$ cat config.mk
export PLATFORM = sky130hd
export DESIGN_NAME = hazard_scoreboard
export DESIGN_NICKNAME = d
export VERILOG_FILES = /design/src/rtl/hazard_pkg.sv /design/src/rtl/md_issue_fsm.sv /design/src/rtl/hazard_scoreboard.sv
export SDC_FILE = /design/constraint.sdc
export NUM_CORES = 1
export LEC_CHECK = 0
export ABC_AREA = 1
export BUFFER_PORTS_ARGS = -buffer_cell sky130_fd_sc_hd__buf_2
export CAP_MARGIN = 20
export CORE_ASPECT_RATIO = 0.7
export CORE_MARGIN = 3
export CORE_UTILIZATION = 35
export DETAILED_ROUTE_END_ITERATION = 8
export HOLD_SLACK_MARGIN = 0.1
export RECOVER_POWER = 100
export SETUP_SLACK_MARGIN = 0.05
export SYNTH_ARGS = -nofsm -noshare
export SYNTH_HDL_FRONTEND = slang
export SYNTH_SLANG_ARGS = --single-unit
$ cat constraint.sdc
create_clock -name clk -period 2.3 [get_ports clk]
set_input_delay 0 -clock clk [delete_from_list [all_inputs] [get_ports clk]]
set_output_delay 0 -clock clk [all_outputs]
set_load 0.01 [all_outputs]
$ cat src/rtl/hazard_pkg.sv
// rtl/hazard_pkg.sv - shared constants and types for the hazard scoreboard
package hazard_pkg;

    localparam int RW   = 5;
    localparam int NREG = 32;

    localparam logic [RW-1:0] REG_ZERO = '0;

    typedef enum logic {
        MD_IDLE = 1'b0,
        MD_BUSY = 1'b1
    } md_state_t;

endpackage

$ cat src/rtl/md_issue_fsm.sv
// rtl/md_issue_fsm.sv - issue FSM for the single mul/div unit, tracks its destination
module md_issue_fsm #(
    parameter int NREG = hazard_pkg::NREG,
    parameter int RW   = hazard_pkg::RW
) (
    input  logic            clk,
    input  logic            rst_n,
    input  logic            launch,
    input  logic [RW-1:0]   launch_rd,
    input  logic            md_done,
    output logic            md_start,
    output logic            md_busy,
    output logic [NREG-1:0] md_pend
);
    import hazard_pkg::*;

    md_state_t     state;
    md_state_t     state_nxt;
    logic [RW-1:0] md_rd;

    always_ff @(posedge clk) begin
        if (!rst_n) begin
            state <= MD_IDLE;
            md_rd <= '0;
        end else begin
            state <= state_nxt;
            if (state == MD_IDLE && launch) begin
                md_rd <= launch_rd;
            end
        end
    end

    // md_done while IDLE belongs to an operation abandoned by reset
    always_comb begin
        state_nxt = state;
        case (state)
            MD_IDLE: if (launch)  state_nxt = MD_BUSY;
            MD_BUSY: if (md_done) state_nxt = MD_IDLE;
            default: state_nxt = MD_IDLE;
        endcase
    end

    always_comb begin
        md_start = (state == MD_IDLE) && launch;
        md_busy  = (state == MD_BUSY);
        md_pend  = '0;
        if (state == MD_BUSY && md_rd != REG_ZERO) begin
            md_pend[md_rd] = 1'b1;
        end
    end

endmodule

$ cat src/rtl/hazard_scoreboard.sv
// rtl/hazard_scoreboard.sv - ID-stage hazard scoreboard; HAZARD_PERF_EN adds stall counters
module hazard_scoreboard #(
    parameter int NREG = hazard_pkg::NREG,
    parameter int RW   = hazard_pkg::RW
) (
    input  logic            clk,
    input  logic            rst_n,
    input  logic            id_valid,
    input  logic [RW-1:0]   id_rs1,
    input  logic [RW-1:0]   id_rs2,
    input  logic            id_use_rs1,
    input  logic            id_use_rs2,
    input  logic [RW-1:0]   id_rd,
    input  logic            id_writeReg,
    input  logic            id_is_load,
    input  logic            id_is_muldiv,
    input  logic            ex_flush,
    input  logic            md_done,
    output logic            id_stall,
    output logic            ex_bubble,
    output logic            md_start,
    output logic            md_busy,
`ifdef HAZARD_PERF_EN
    output logic [31:0]     stall_cycles,
    output logic [31:0]     stall_md,
`endif
    output logic [NREG-1:0] pend_vec
);
    import hazard_pkg::*;

    logic [NREG-1:0] load_pend;
    logic [NREG-1:0] md_pend;
    logic            haz_rs1;
    logic            haz_rs2;
    logic            haz_md;
    logic            haz_waw;
    logic            id_fire;
    logic [RW-1:0]   launch_rd;

    assign pend_vec = load_pend | md_pend;

    assign haz_rs1 = id_use_rs1 & (id_rs1 != REG_ZERO) & pend_vec[id_rs1];
    assign haz_rs2 = id_use_rs2 & (id_rs2 != REG_ZERO) & pend_vec[id_rs2];
    assign haz_md  = id_is_muldiv & md_busy;
    assign haz_waw = id_writeReg & (id_rd != REG_ZERO) & pend_vec[id_rd];

    assign id_stall  = id_valid & ~ex_flush & (haz_rs1 | haz_rs2 | haz_md | haz_waw);
    assign id_fire   = id_valid & ~ex_flush & ~id_stall;
    assign ex_bubble = id_stall | ex_flush | (id_fire & id_is_muldiv);
    assign launch_rd = id_writeReg ? id_rd : REG_ZERO;

    // A load is only unforwardable while it sits in EX; from ME on WB forwarding covers it
    always_ff @(posedge clk) begin
        if (!rst_n) begin
            load_pend <= '0;
        end else begin
            load_pend <= '0;
            if (id_fire && id_is_load && id_writeReg && id_rd != REG_ZERO) begin
                load_pend[id_rd] <= 1'b1;
            end
        end
    end

    md_issue_fsm #(
        .NREG (NREG),
        .RW   (RW)
    ) u_md_issue_fsm (
        .clk       (clk),
        .rst_n     (rst_n),
        .launch    (id_fire & id_is_muldiv),
        .launch_rd (launch_rd),
        .md_done   (md_done),
        .md_start  (md_start),
        .md_busy   (md_busy),
        .md_pend   (md_pend)
    );

`ifdef HAZARD_PERF_EN
    logic md_match;

    assign md_match = (id_use_rs1 & (id_rs1 != REG_ZERO) & md_pend[id_rs1])
                    | (id_use_rs2 & (id_rs2 != REG_ZERO) & md_pend[id_rs2])
                    | (id_writeReg & (id_rd != REG_ZERO) & md_pend[id_rd]);

    always_ff @(posedge clk) begin
        if (!rst_n) begin
            stall_cycles <= '0;
            stall_md     <= '0;
        end else begin
            if (id_stall && stall_cycles != '1) begin
                stall_cycles <= stall_cycles + 32'd1;
            end
            if (id_stall && (haz_md || md_match) && stall_md != '1) begin
                stall_md <= stall_md + 32'd1;
            end
        end
    end
`endif

endmodule

**Word level (Yosys, flattened, before mapping)**

Index checks and enable logic that the tools add are counted.
Widths: inputs -> output; s select.

- Magnitude comparators: 6
- Reduce and logical (&&, ||, !) cells: 12
- Bitwise logic cells: 20
- Mux-type cells: 15

Operators by type and width:

| kind | number |
|---|---|
| $mux 32 | 1 |
| $or 32x32->32 | 1 |
| $lt 5x6->1 const B | 4 |
| $reduce_bool 5->1 | 4 |
| $bmux 1 s5 | 3 |
| $and 1x1->1 | 11 |
| $demux 1 s5 | 2 |
| $ge 5x1->1 const B | 2 |
| $logic_and 1x1->1 | 7 |
| $mux 1 | 7 |
| $mux 5 | 1 |
| $or 1x1->1 | 5 |
| $not 1->1 | 3 |
| $pmux 1 s2 | 1 |
| $reduce_and 2->1 | 1 |

- Output and inout port bits: 36
- Register bits after elaboration: 38

**Longest topological paths before layout**

- Word-level depth: 19
- Depth in mapped cells: 19

**Modules after synthesis**

From an unflattened synthesis, not the netlist that was laid out.

- Cell total of the unflattened synthesis: 558
- Area, all modules: 3020.4 µm²

By module, submodules not included:

| module | cells each | area an instance (µm²) | times used | sequential area each (µm²) |
|---|---|---|---|---|
| hazard_scoreboard | 469 | 2560.0 | 1 | 640.6 |
| md_issue_fsm | 89 | 460.4 | 1 | 120.1 |

**Least setup slack after synthesis**

Ideal clock, no wire load.

- Path kind: register to register
- Start point: reg u_md_issue_fsm.state (netlist: u_md_issue_fsm.md_busy)
- End point: reg u_md_issue_fsm.md_rd[0]
- Cell stages (with the launch flop): 19
- Required time: 2187 ps
- Arrival: 1896 ps
- Period minus slack after synthesis: 2009 ps
- Slack: 291 ps
- Buffers on the path: 1
- Setup time: 113 ps
- Cell sequence: dfxtp_1 nand2_1 nor2_2 nand2_1 nand2_1 nand2_1 nand3_1 nand2_1 inv_1 nand2_1 nand3_2 nand2_1 nor2_1 nor2_1 nand4_1 buf_4 nand2_1 nand2_1 nor2_1

- Longest elaborated chain between the ends: 14
- Elaborated cells between the ends (all ways): 22

RTL lines:

| element | RTL line | source |
|---|---|---|
| start, declared | md_issue_fsm.sv:17 | `md_state_t state;` |
| start signal, assigned | md_issue_fsm.sv:26 | `state <= state_nxt;` |
| $logic_and 1x1->1 * | md_issue_fsm.sv:47 | `if (state == MD_BUSY && md_rd != REG_ZERO) begin` |
| $mux 32 * | md_issue_fsm.sv:47 |  |
| $or 32x32->32 * | hazard_scoreboard.sv:40 | `assign pend_vec = load_pend \| md_pend;` |
| via pend_vec[27] | hazard_scoreboard.sv:27 | `output logic [NREG-1:0] pend_vec` |
| $bmux 1 s5 (on tied branches) | hazard_scoreboard.sv:42, hazard_scoreboard.sv:43 |  |
| $mux 1 (on tied branches) | hazard_scoreboard.sv:42, hazard_scoreboard.sv:43 |  |
| $and 1x1->1 (on tied branches) | hazard_scoreboard.sv:42, hazard_scoreboard.sv:43 |  |
| $or 1x1->1 (2 in a row) | hazard_scoreboard.sv:47 | `assign id_stall = id_valid & ~ex_flush & (haz_rs1 \| haz_rs2 \| haz_md \| haz_waw);` |
| $or 1x1->1 * | hazard_scoreboard.sv:47 |  |
| $and 1x1->1 * | hazard_scoreboard.sv:47 |  |
| $not 1->1 * | hazard_scoreboard.sv:48 | `assign id_fire = id_valid & ~ex_flush & ~id_stall;` |
| $and 1x1->1 * | hazard_scoreboard.sv:48 |  |
| $and 1x1->1 * | hazard_scoreboard.sv:70 | `.launch (id_fire & id_is_muldiv),` |
| $logic_and 1x1->1 * | md_issue_fsm.sv:27 | `if (state == MD_IDLE && launch) begin` |
| end signal, assigned | md_issue_fsm.sv:28 | `md_rd <= launch_rd;` |
| end, declared | md_issue_fsm.sv:19 | `logic [RW-1:0] md_rd;` |

The timed path passes the listed nets; every way through them passes the cells marked *. The select of a mux whose other input is x is not followed.
A chain may end at the register's enable or synchronous reset.

**Worst setup path after layout**

- Start point: reg u_md_issue_fsm.md_rd[0]
- End point: out ex_bubble

- Longest elaborated chain between the ends: 17
- Elaborated cells between the ends (all ways): 27

RTL lines:

| element | RTL line | source |
|---|---|---|
| $lt 5x6->1 (not written as such) / $ge 5x1->1 (equally long branches) | md_issue_fsm.sv:48 | `md_pend[md_rd] = 1'b1;` |
| $logic_and 1x1->1 (not written as such) | md_issue_fsm.sv:48 |  |
| $mux 1 (not written as such) | md_issue_fsm.sv:48 |  |
| $demux 1 s5 | n/a |  |
| $mux 32 * | md_issue_fsm.sv:47 |  |
| $or 32x32->32 * | hazard_scoreboard.sv:40 |  |
| $bmux 1 s5 (on tied branches) | hazard_scoreboard.sv:42, hazard_scoreboard.sv:43 |  |
| $mux 1 (on tied branches) | hazard_scoreboard.sv:42, hazard_scoreboard.sv:43 |  |
| $and 1x1->1 (on tied branches) | hazard_scoreboard.sv:42, hazard_scoreboard.sv:43 |  |
| $or 1x1->1 (2 in a row) | hazard_scoreboard.sv:47 |  |
| $or 1x1->1 * | hazard_scoreboard.sv:47 |  |
| $and 1x1->1 * | hazard_scoreboard.sv:47 |  |
| $not 1->1 | hazard_scoreboard.sv:48 |  |
| $and 1x1->1 | hazard_scoreboard.sv:48 |  |
| $and 1x1->1 | hazard_scoreboard.sv:49 | `assign ex_bubble = id_stall \| ex_flush \| (id_fire & id_is_muldiv);` |
| $or 1x1->1 * | hazard_scoreboard.sv:49 |  |
| end, declared | hazard_scoreboard.sv:20 | `output logic ex_bubble,` |

Every way passes the cells marked *; elsewhere a longest branch is shown, timed or not. The select of a mux whose other input is x is not followed.

==> reports/results.txt <==
FF-to-FF End -> u_md_issue_fsm.md_rd[4]
yosys warns -> 0
R2R Path Start -> u_md_issue_fsm.md_rd[0]
reg-to-reg slack, setup -> 0 ns
Fmax achieved -> 0.417 GHz
most frequent cell after synthesis -> nand2_1
htree depth -> 2
DR pass1 iterations -> 5
RSZ-0062 raised after global routing -> true
CP Buf/Inv Count -> 4
CP Max Fanout -> 5
count of state elements after synthesis -> 38
Mean Syn Cell Area -> 5.68 um^2
Data required, critical path -> 2.30 ns
Syn Inst Count -> 509
Worst Setup Slack, final -> -0.0984 ns
VDD IR-drop max -> 0.342 mV
final setup violation count -> 3
Post-synth ARST share -> 0%
post-detail-place hpwl -> 9180 um
n_diodes -> 0
core area -> 7940 um^2
R2R cell count -> 19
residual DRC count -> 0
hold path cells -> 5
clk slew on worst S/H paths -> 0.06 ns
DR vias -> 3852
nets@finish -> 636
vias in the first global route -> 3310
Antenna Nets Post-Route -> 0
Yosys cell types -> 26
GRT overflow -> 0
Main synth FF type -> dfxtp_1
Clock Root Buffer -> clkbuf_16
first-pass GRT wire length -> 18200 um
area delta synth->final -> 45.9%
area leader, netlist -> dfxtp_1
Final Routed Wirelength -> 12500 um
DRT iter0 DRCs -> 456
final cycle utilization of the critical path -> 104%
CP Capture Type -> primary output
fill cell total of the finished layout -> 791
share of layout cells above drive strength 1 -> 35.8%
design area -> 4220 um^2
crit path kind -> flip-flop to primary output
share of the synthesized area in the top cell type -> 26.3%
Worst Clk Skew -> 0.00550 ns
Leak Pwr -> 2.20 nW
status -> finished, violations left
Ports -> 61
critical path's top delay family -> simple AND/OR/NAND/NOR gates
via density per instance -> 5.40
Num CTS Buffers -> 5
Final Hold Viols -> 0
critical path's slowest cell -> dfxtp_4
Synth Cell Area -> 2890 um^2
worst-skew pair later-pin latency -> 0.28 ns
Crit path top cell by count -> nand3_2
GPL Wtd Cong -> 0.928
max_cap viols -> 0
Post-Place Setup Slack -> -0.0964 ns
failing checks -> negative setup slack
Tmin final -> 2.40 ns
Final Non-Filler Cells -> 713
synth cell count leaders -> nand2_1, nand3_1, inv_1
dpl cell area -> 3490 um^2
Num Clock Sinks -> 38
top cells by area, synth -> dfxtp_1, nand2_1, nand3_1
Hold Crit Start -> id_writeReg
Critical Path Max Stage Delay -> 0.40 ns
EDFF count, synth -> 0
initial antenna violation count -> 0
Initial Util -> 36.4%
cell total after placement -> 688
largest net degree at the start of global routing -> 19
Die ar. -> 9410 um^2
crit path from -> u_md_issue_fsm.md_rd[0]
Die Y -> 82.0 um
CTS Buffer Depth -> 2
PortBufs -> 60
hold crit path type -> primary input to flip-flop
CP Cell Sequence -> nand2_4, nor2_4, buf_6, buf_12, nand2_4, nand3_2, nand2_1, o21ai_1, nand2_1, nor2_1, nand3_2, nand2_2, nor2_1, nand4_1, buf_4, nand3_2, buf_6
Die X -> 115 um
Worst Path Arrival -> 2.40 ns
P per Cell Area -> 435 nW/um^2
TritonCTS clock tree -> done
syn_nets -> 534
GRT Total Usage -> 25.4%
Seq/Total Area, Yosys -> 26.3%
WL per Instance -> 17.5 um
worst hold endpoint -> u_md_issue_fsm.md_rd[0]
# rows -> 27
Critical Path Source Type -> flip-flop
Slew Limit Fails -> 0
==> worst register-to-register path, cell delays in order (launching register included) <==
cell and delay, ns:
dfxtp_4 0.40, inv_4 0.05, nand3_4 0.11, clkinvlp_4 0.19, a21oi_2 0.20, buf_4 0.15, nand2_2 0.05, nand3_2 0.07
nand3_2 0.06, nand2_2 0.07, nand3_2 0.07, inv_1 0.06, nor2_1 0.03, nor2_1 0.10, nand4_1 0.13, buf_4 0.17
buf_4 0.14, nand2_2 0.05, inv_1 0.03, nor2_1 0.09
==> worst max-delay path by stage <==
stage,to,cells past startpoint
2_1_floorplan,u_md_issue_fsm.md_rd[0],18
3_3_place_gp,load_pend[16],17
3_5_place_dp,load_pend[17],15
4_1_cts,ex_bubble,18
5_1_grt,ex_bubble,16
6_report,ex_bubble,17
==> cell type report <==
type                            count  area, um^2  share of cell area, %
Clock inverter                      1        30.0                  0.712
Inverter                           87         342                   8.10
Sequential cell                    38         781                   18.5
Timing Repair inverter              1        7.51                  0.178
Tap cell                          101         126                   3.00
Timing Repair Buffer              109         737                   17.5
Clock buffer                        7         133                   3.14
Multi-Input combinational cell    369        2060                   48.9
==> cells by family (layout without fill, tap and decap cells) <==
logic type / Yosys count / count (layout) / share of synthesized area, %
and+or+nand+nor: 340 / 340 / 53.6
DFF: 38 / 38 / 26.3
AOI/OAI and AO/OA: 28 / 28 / 5.28
buffers and inverters: 102 / 205 / 14.7
other: 1 / 1 / 0.130
==> flip-flops by register name, indices dropped and copies added, names as in the netlist <==
register / count
u_md_issue_fsm.md_busy: 1
u_md_issue_fsm.md_rd: 5
load_pend: 32
==> layer usage <==
| metal | part of all wire (%) | track usage [%] | vias up |
|---|---|---|---|
| met4 | 1.5 | 5.69 | 0 |
| met3 | 11 | 5.38 | 24 |
| li1 | - | - | 1819 |
| met1 | 46 | 39.1 | 1776 |
| met2 | 41 | 35.3 | 233 |
| met5 | 0 | 0 | - |
==> report_power, final <==
part / internal, mW / total (mW) / switching (mW)
Clock: 0.513 / 0.778 / 0.265
Combinational: 0.138 / 0.386 / 0.248
Sequential: 0.662 / 0.672 / 0.0101
==> what timing repair did <==
action / CTS / global route
hold endpoints to repair: 6 / 0
cloned: 1 / 1
setup endpoints to repair: 40 / 40
pin swaps: 15 / 24
setup buffers: 5 / 9
hold buffers: 3 / 0
gates resized for setup: 60 / 63
==> per-stage QoR <==
| step | util [%] | setup TNS [ns] | power (mW) | hold WS, ns |
|---|---|---|---|---|
| floorplan | - | 0 | 0.887 | 0.120 |
| global placement | 44.0 | -2.52 | 1.00 | 0.278 |
| detailed placement | 44.0 | -2.04 | 0.999 | 0.276 |
| CTS | 49.0 | 0 | 1.78 | 0.110 |
| global route | 53.1 | -2.87 | 1.89 | 0.131 |
| finish | 53.1 | -0.174 | 1.84 | 0.104 |
==> cell usage in the layout, fill, tap and decap left out, types with 6 or more instances in the layout <==
| cell type | synthesis | final |
|---|---|---|
| nand3_2 | 2 | 13 |
| nand3_1 | 104 | 91 |
| o21ai_1 | 6 | 7 |
| inv_1 | 82 | 75 |
| nor2_1 | 34 | 25 |
| nor3_1 | 28 | 12 |
| dfxtp_1 | 38 | 32 |
| nand2_1 | 155 | 126 |
| nand2_2 | 0 | 25 |
| nor2_4 | 4 | 10 |
| buf_6 | 4 | 6 |
| buf_2 | 4 | 58 |
| nor3_2 | 7 | 22 |
| buf_4 | 2 | 38 |
No activity file was read; power rests on OpenSTA's default activity.
